==> src/rtl/bcdu_instr_issue.sv <==
// BCDU instruction issue queue.
// Buffers sequencer instructions in a circular queue, offers the head to the
// BCDU datapath one at a time, and keeps the compare flags of the last CMP.
module bcdu_instr_issue #(
    parameter int DEPTH = 4
) (
    input  logic                     i_clk,
    input  logic                     i_rst,
    input  logic                     i_instr_valid,
    input  logic [15:0]              i_instr,
    output logic                     o_instr_accept,
    output logic                     o_exec_valid,
    output logic [15:0]              o_exec_instr,
    input  logic                     i_exec_ready,
    input  logic                     i_exec_done,
    input  logic                     i_exec_gt,
    input  logic                     i_exec_eq,
    output logic                     o_gt_flag,
    output logic                     o_eq_flag,
    output logic [$clog2(DEPTH):0]   o_level,
    output logic                     o_idle,
    output logic                     o_overflow
);

    localparam int AW = $clog2(DEPTH);
    localparam int LW = AW + 1;

    // Opcodes this block needs to recognise; all others pass through untouched.
    localparam logic [3:0] OP_NOP = 4'h0;
    localparam logic [3:0] OP_CMP = 4'h5;

    localparam logic [LW-1:0] LEVEL_FULL   = LW'(DEPTH);
    localparam logic [LW-1:0] ACCEPT_LIMIT = LW'(DEPTH - 2);

    logic [15:0]   mem [DEPTH];
    logic [AW-1:0] wr_ptr_q, wr_ptr_d;
    logic [AW-1:0] rd_ptr_q, rd_ptr_d;
    logic [LW-1:0] level_q, level_d;
    logic [LW-1:0] cmp_cnt_q, cmp_cnt_d;   // CMPs currently sitting in the queue
    logic          inflight_q, inflight_d;
    logic          inflight_cmp_q, inflight_cmp_d;
    logic          gt_q, gt_d;
    logic          eq_q, eq_d;
    logic          ovf_q, ovf_d;

    logic [15:0]   head;
    logic          wr_req, wr_is_cmp, full, exec_valid, pop, head_is_cmp;
    logic          do_wr, retire, cmp_hazard;

    assign head        = mem[rd_ptr_q];
    assign head_is_cmp = (head[15:12] == OP_CMP);
    assign wr_req      = i_instr_valid & (i_instr[15:12] != OP_NOP);
    assign wr_is_cmp   = (i_instr[15:12] == OP_CMP);
    assign full        = (level_q == LEVEL_FULL);
    assign exec_valid  = (level_q != '0) & ~inflight_q;
    assign pop         = exec_valid & i_exec_ready;
    // A full queue still takes a write when the head leaves on the same edge.
    assign do_wr       = wr_req & (~full | pop);
    assign retire      = i_exec_done & inflight_q;
    // Flags are only final once no CMP is waiting or executing.
    assign cmp_hazard  = (cmp_cnt_q != '0) | (inflight_q & inflight_cmp_q);

    // Next-state computation for pointers, occupancy, in-flight tracking and flags.
    always_comb begin
        // NOTE: every next-state variable gets a default first so no path leaves it unassigned (no latches).
        wr_ptr_d       = wr_ptr_q;
        rd_ptr_d       = rd_ptr_q;
        level_d        = level_q;
        cmp_cnt_d      = cmp_cnt_q;
        inflight_d     = inflight_q;
        inflight_cmp_d = inflight_cmp_q;
        gt_d           = gt_q;
        eq_d           = eq_q;
        ovf_d          = ovf_q;

        // Pointers are AW bits wide, so the increment wraps modulo DEPTH.
        if (do_wr) wr_ptr_d = wr_ptr_q + AW'(1);
        if (pop)   rd_ptr_d = rd_ptr_q + AW'(1);

        case ({do_wr, pop})
            2'b10:   level_d = level_q + LW'(1);
            2'b01:   level_d = level_q - LW'(1);
            default: level_d = level_q;
        endcase

        case ({do_wr & wr_is_cmp, pop & head_is_cmp})
            2'b10:   cmp_cnt_d = cmp_cnt_q + LW'(1);
            2'b01:   cmp_cnt_d = cmp_cnt_q - LW'(1);
            default: cmp_cnt_d = cmp_cnt_q;
        endcase

        // Transfer and retire are mutually exclusive: a transfer needs inflight low.
        if (pop) begin
            inflight_d     = 1'b1;
            inflight_cmp_d = head_is_cmp;
        end else if (retire) begin
            inflight_d     = 1'b0;
            inflight_cmp_d = 1'b0;
        end

        if (retire && inflight_cmp_q) begin
            gt_d = i_exec_gt;
            eq_d = i_exec_eq;
        end

        if (wr_req && !do_wr) ovf_d = 1'b1;
    end

    // Control state register with synchronous reset taking priority over all traffic.
    always_ff @(posedge i_clk) begin
        if (i_rst) begin
            wr_ptr_q       <= '0;
            rd_ptr_q       <= '0;
            level_q        <= '0;
            cmp_cnt_q      <= '0;
            inflight_q     <= 1'b0;
            inflight_cmp_q <= 1'b0;
            gt_q           <= 1'b0;
            eq_q           <= 1'b0;
            ovf_q          <= 1'b0;
        end else begin
            wr_ptr_q       <= wr_ptr_d;
            rd_ptr_q       <= rd_ptr_d;
            level_q        <= level_d;
            cmp_cnt_q      <= cmp_cnt_d;
            inflight_q     <= inflight_d;
            inflight_cmp_q <= inflight_cmp_d;
            gt_q           <= gt_d;
            eq_q           <= eq_d;
            ovf_q          <= ovf_d;
        end
    end

    // Queue storage write port.
    always_ff @(posedge i_clk) begin
        // NOTE: storage is not reset; a cleared level makes stale entries unreachable.
        if (do_wr && !i_rst) mem[wr_ptr_q] <= i_instr;
    end

    assign o_instr_accept = (level_q <= ACCEPT_LIMIT) & ~cmp_hazard;
    assign o_exec_valid   = exec_valid;
    assign o_exec_instr   = exec_valid ? head : {OP_NOP, 12'b0};
    assign o_gt_flag      = gt_q;
    assign o_eq_flag      = eq_q;
    assign o_level        = level_q;
    assign o_idle         = (level_q == '0) & ~inflight_q;
    assign o_overflow     = ovf_q;

endmodule

==> config.mk <==
export PLATFORM = sky130hd
export DESIGN_NAME = bcdu_instr_issue
export DESIGN_NICKNAME = d
export VERILOG_FILES = /design/src/rtl/bcdu_instr_issue.sv
export SDC_FILE = /design/constraint.sdc
export NUM_CORES = 1
export LEC_CHECK = 0
export BUFFER_PORTS_ARGS = -buffer_cell sky130_fd_sc_hd__buf_2
export CORE_MARGIN = 2
export CORE_UTILIZATION = 54
export CTS_BUF_LIST = sky130_fd_sc_hd__clkbuf_4 sky130_fd_sc_hd__clkbuf_8
export DETAILED_ROUTE_END_ITERATION = 12
export HOLD_SLACK_MARGIN = 0.06
export PLACE_DENSITY = 0.82
export RECOVER_POWER = 25
export SLEW_MARGIN = 20
export SYNTH_ARGS = -nofsm -noshare
export SYNTH_HDL_FRONTEND = slang
export SYNTH_SLANG_ARGS = --single-unit
==> constraint.sdc <==
create_clock -name i_clk -period 3.45 [get_ports i_clk]
set_clock_uncertainty 0.05 [all_clocks]
set_input_delay 0.345 -clock i_clk [delete_from_list [all_inputs] [get_ports i_clk]]
set_output_delay 0.345 -clock i_clk [all_outputs]
set_load 0.01 [all_outputs]
==> impl_metrics.csv <==
group,metric,value,unit
run_status,status,"completed",
critical_path,worstPathCellList,"buf_4 > mux4_1 > nand3b_1 > or3_4 > inv_1 > ha_1 > inv_1 > fa_1 > xor2_1 > or3_1 > a21oi_1",
cells_and_area,synthToLayoutAreaGrowth,14.9,%
job,maxCapViolCount,0,
critical_path,path_max_fanout,14,
critical_path,cp_slowest_cell,"dfxtp_1",
grt,grt_overflow,0,
cells_and_area,fillCellCount,416,
yosys,yosysTopAreaCell,"edfxtp_1",
critical_path,slowest_delay,390,ps
place,dp_hpwl,3840,um
grt,grt_antenna_before_repair,0,
clock_network,clk_latency,340,ps
yosys,synth_top_family_by_area,"multiplexers",
floorplan,die_h,82.1,um
sta,max_slew_margin,30.8,%
yosys,synth-seq-cells,81,
grt,grt_pass1_wl,8290,um
power,power_leakage,1.37,nW
cells_and_area,fin_area,0.00378,mm^2
clock_network,cts_inserted_buffers,9,
clock_network,cts_setup_buffers,0,
power,vdd_drop_max,0.298,mV
yosys,synthTopCellsByArea,"edfxtp_1, dfxtp_1, mux4_2, and2_1, mux4_1",
yosys,synth_xor_area_share,1.86,%
drt,ant_nets,0,
floorplan,initial_utilization,55.6,%
clock_network,cts_tree,"done",
drt,vias,1771,
yosys,netlist.area_leader.share,58.3,%
clock_network,clockBufferDepth,2,
drt,initialDrtViolationCount,91,
sta,setup_violations,0,
yosys,synth.net_count,231,
yosys,synth_cell_types,32,
cells_and_area,layout_commonest_cell,"edfxtp_1",
yosys,synth_fa_ha_area_share,3.49,%
yosys,synthCells,200,
clock_network,cts_resized,0,
power,power_per_cell_area,695,mW/mm^2
sta,hold_violations,0,
min_path,hold_class,"input port to flip-flop",
clock_network,root_buffer,"clkbuf_8",
cells_and_area,antenna_cells_inserted,0,
clock_network,path_clk_slew,80,ps
yosys,synth_compound_area_share,2.32,%
clock_network,htree_num_levels,3,
floorplan,die_w,82.1,um
sta,max_slew.worst_pin.slew,1040,ps
cells_and_area,nets,284,
yosys,yosys_warnings,0,
floorplan,core-area,0.00592,mm^2
grt,grt_max_degree,18,
drt,post-route-drc-count,0,
floorplan,fp-row-count,28,
yosys,ys_seq_area_share,68.7,%
drt,drt-vias-per-instance,5.32,
drt,drtPass1Iterations,4,
clock_network,cts_hold_buf,0,
critical_path,cp.required,3670,ps
floorplan,ios,48,
grt,grt_pass1_vias,1660,
place,dpl_cell_area,0.00360,mm^2
grt,grt_use_total,17.8,%
drt,wl_per_cell,16.9,um
critical_path,worst_ep_arrival_time,3090,ps
sta,fmax,349,MHz
critical_path,cp-start-kind,"flip-flop",
yosys,syn_area,0.00329,mm^2
place,routabilityCongestion,0.774,
yosys,synthMuxAreaShare,12.3,%
sta,rsz0062_at_grt,"false",
critical_path,worstSetupPathType,"flip-flop to flip-flop",
place,io_buffers,47,
critical_path,crit_path_frequent_cell,"inv_1",
clock_network,clock_sinks,81,
yosys,avgSynthCellArea,16.5,um^2
drt,drt_wl_total,5640,um
cells_and_area,drive_gt1_share,26.0,%
sta,finalMaxSlewViolations,0,
critical_path,cp-end-kind,"flip-flop",
floorplan,dieArea,0.00674,mm^2
sta,period_share,83.1,%
sta,period_minus_slack,2870,ps
yosys,synthSimpleGateAreaFrac,8.93,%
sta,finalSetupTns,0,ps
cells_and_area,most-common-layout-cells,"edfxtp_1, buf_2, and2_1, nor2_1, dfxtp_1",
cell type report:
type | count | area (um^2) | share of cell area [%]
Inverter | 12 | 45.0 | 1.19
Multi-Input combinational cell | 100 | 952 | 25.2
Tap cell | 75 | 93.8 | 2.48
Timing Repair Buffer | 49 | 236 | 6.25
Clock buffer | 9 | 124 | 3.27
Clock inverter | 7 | 70.1 | 1.85
Sequential cell | 81 | 2260 | 59.8
cell usage after synthesis (all sizes together):
| library cell | n |
|---|---|
| nand2 | 2 |
| a31oi | 1 |
| nand3b | 1 |
| mux4 | 16 |
| nand2b | 2 |
| fa | 2 |
| inv | 12 |
| xnor2 | 1 |
| buf | 4 |
| dfxtp | 17 |
| or4 | 1 |
| a41oi | 1 |
| edfxtp | 64 |
| nor2b | 3 |
| o41ai | 1 |
| o21ai | 2 |
| or3 | 4 |
| nand4 | 1 |
| xor2 | 6 |
| nand3 | 3 |
| and2 | 20 |
| ha | 6 |
| clkbuf | 3 |
| nor2 | 17 |
| mux2i | 3 |
| a21oi | 6 |
| a221oi | 1 |
per-layer routing:
metal	part of all wire (%)	wire (um)	global-route usage, %	up-vias
li1	-	-	-	851
met1	42	2370	21.9	880
met2	53	2990	29.4	34
met3	3.8	213	3.80	6
met4	1.3	71	10.0	0
met5	0	0	0	-
worst max-delay path: cells and delay by family, from the launching register on:
family                     cells  cell delay, ps
AOI/OAI and AO/OA              1             140
and+or+nand+nor                3             760
DFF                            1             390
muxes                          1             310
adders and majority gates      2             550
buffers and inverters          3             430
xor gates and xnor gates       1             160
registers in the layout, summed over array words and instances (netlist names), named ones only:
signal          cells
cmp_cnt_q           3
inflight_cmp_q      1
inflight_q          1
mem                64
o_eq_flag           1
o_gt_flag           1
o_level             3
o_overflow          1
rd_ptr_q            2
wr_ptr_q            2
through the flow:
step | util, % | total power [mW] | hold slack (ps) | instances | setup WS (ps)
finish | 63.9 | 2.63 | 192 | 333 | 583
detailed placement | 60.9 | 2.00 | 419 | 317 | 560
global route | 63.9 | 2.78 | 187 | 333 | 378
floorplan | - | 1.74 | 394 | 200 | 726
global placement | 60.9 | 1.98 | 400 | 317 | 678
CTS | 64.1 | 2.66 | 149 | 333 | 541
kinds of logic (layout without fill, tap and decap cells):
logic type | after synthesis | count (layout)
compound gates | 12 | 12
xor+xnor | 7 | 7
fa+ha+maj | 8 | 8
buf+inv | 19 | 77
flops | 81 | 81
mux | 19 | 19
simple gates | 54 | 54
power by group:
| part | leakage (nW) | internal [mW] | total (mW) | switching [mW] |
|---|---|---|---|---|
| logic | 0.560 | 0.371 | 0.783 | 0.412 |
| clock network | 0.0893 | 0.333 | 0.662 | 0.329 |
| registers | 0.719 | 1.13 | 1.18 | 0.0570 |
final timing paths:
| check | startpoint | slack, ps | cells past startpoint | to |
|---|---|---|---|---|
| setup / recovery | flip-flop | 580 | 11 | cmp_cnt_q[2] |
| hold / removal | i_exec_gt | 190 | 3 | o_gt_flag |
| setup reg to reg | flip-flop | 580 | 11 | cmp_cnt_q[2] |
| hold reg to reg | o_overflow | 440 | 2 | o_overflow |
Note: power is estimated with default switching activity, not from simulation.
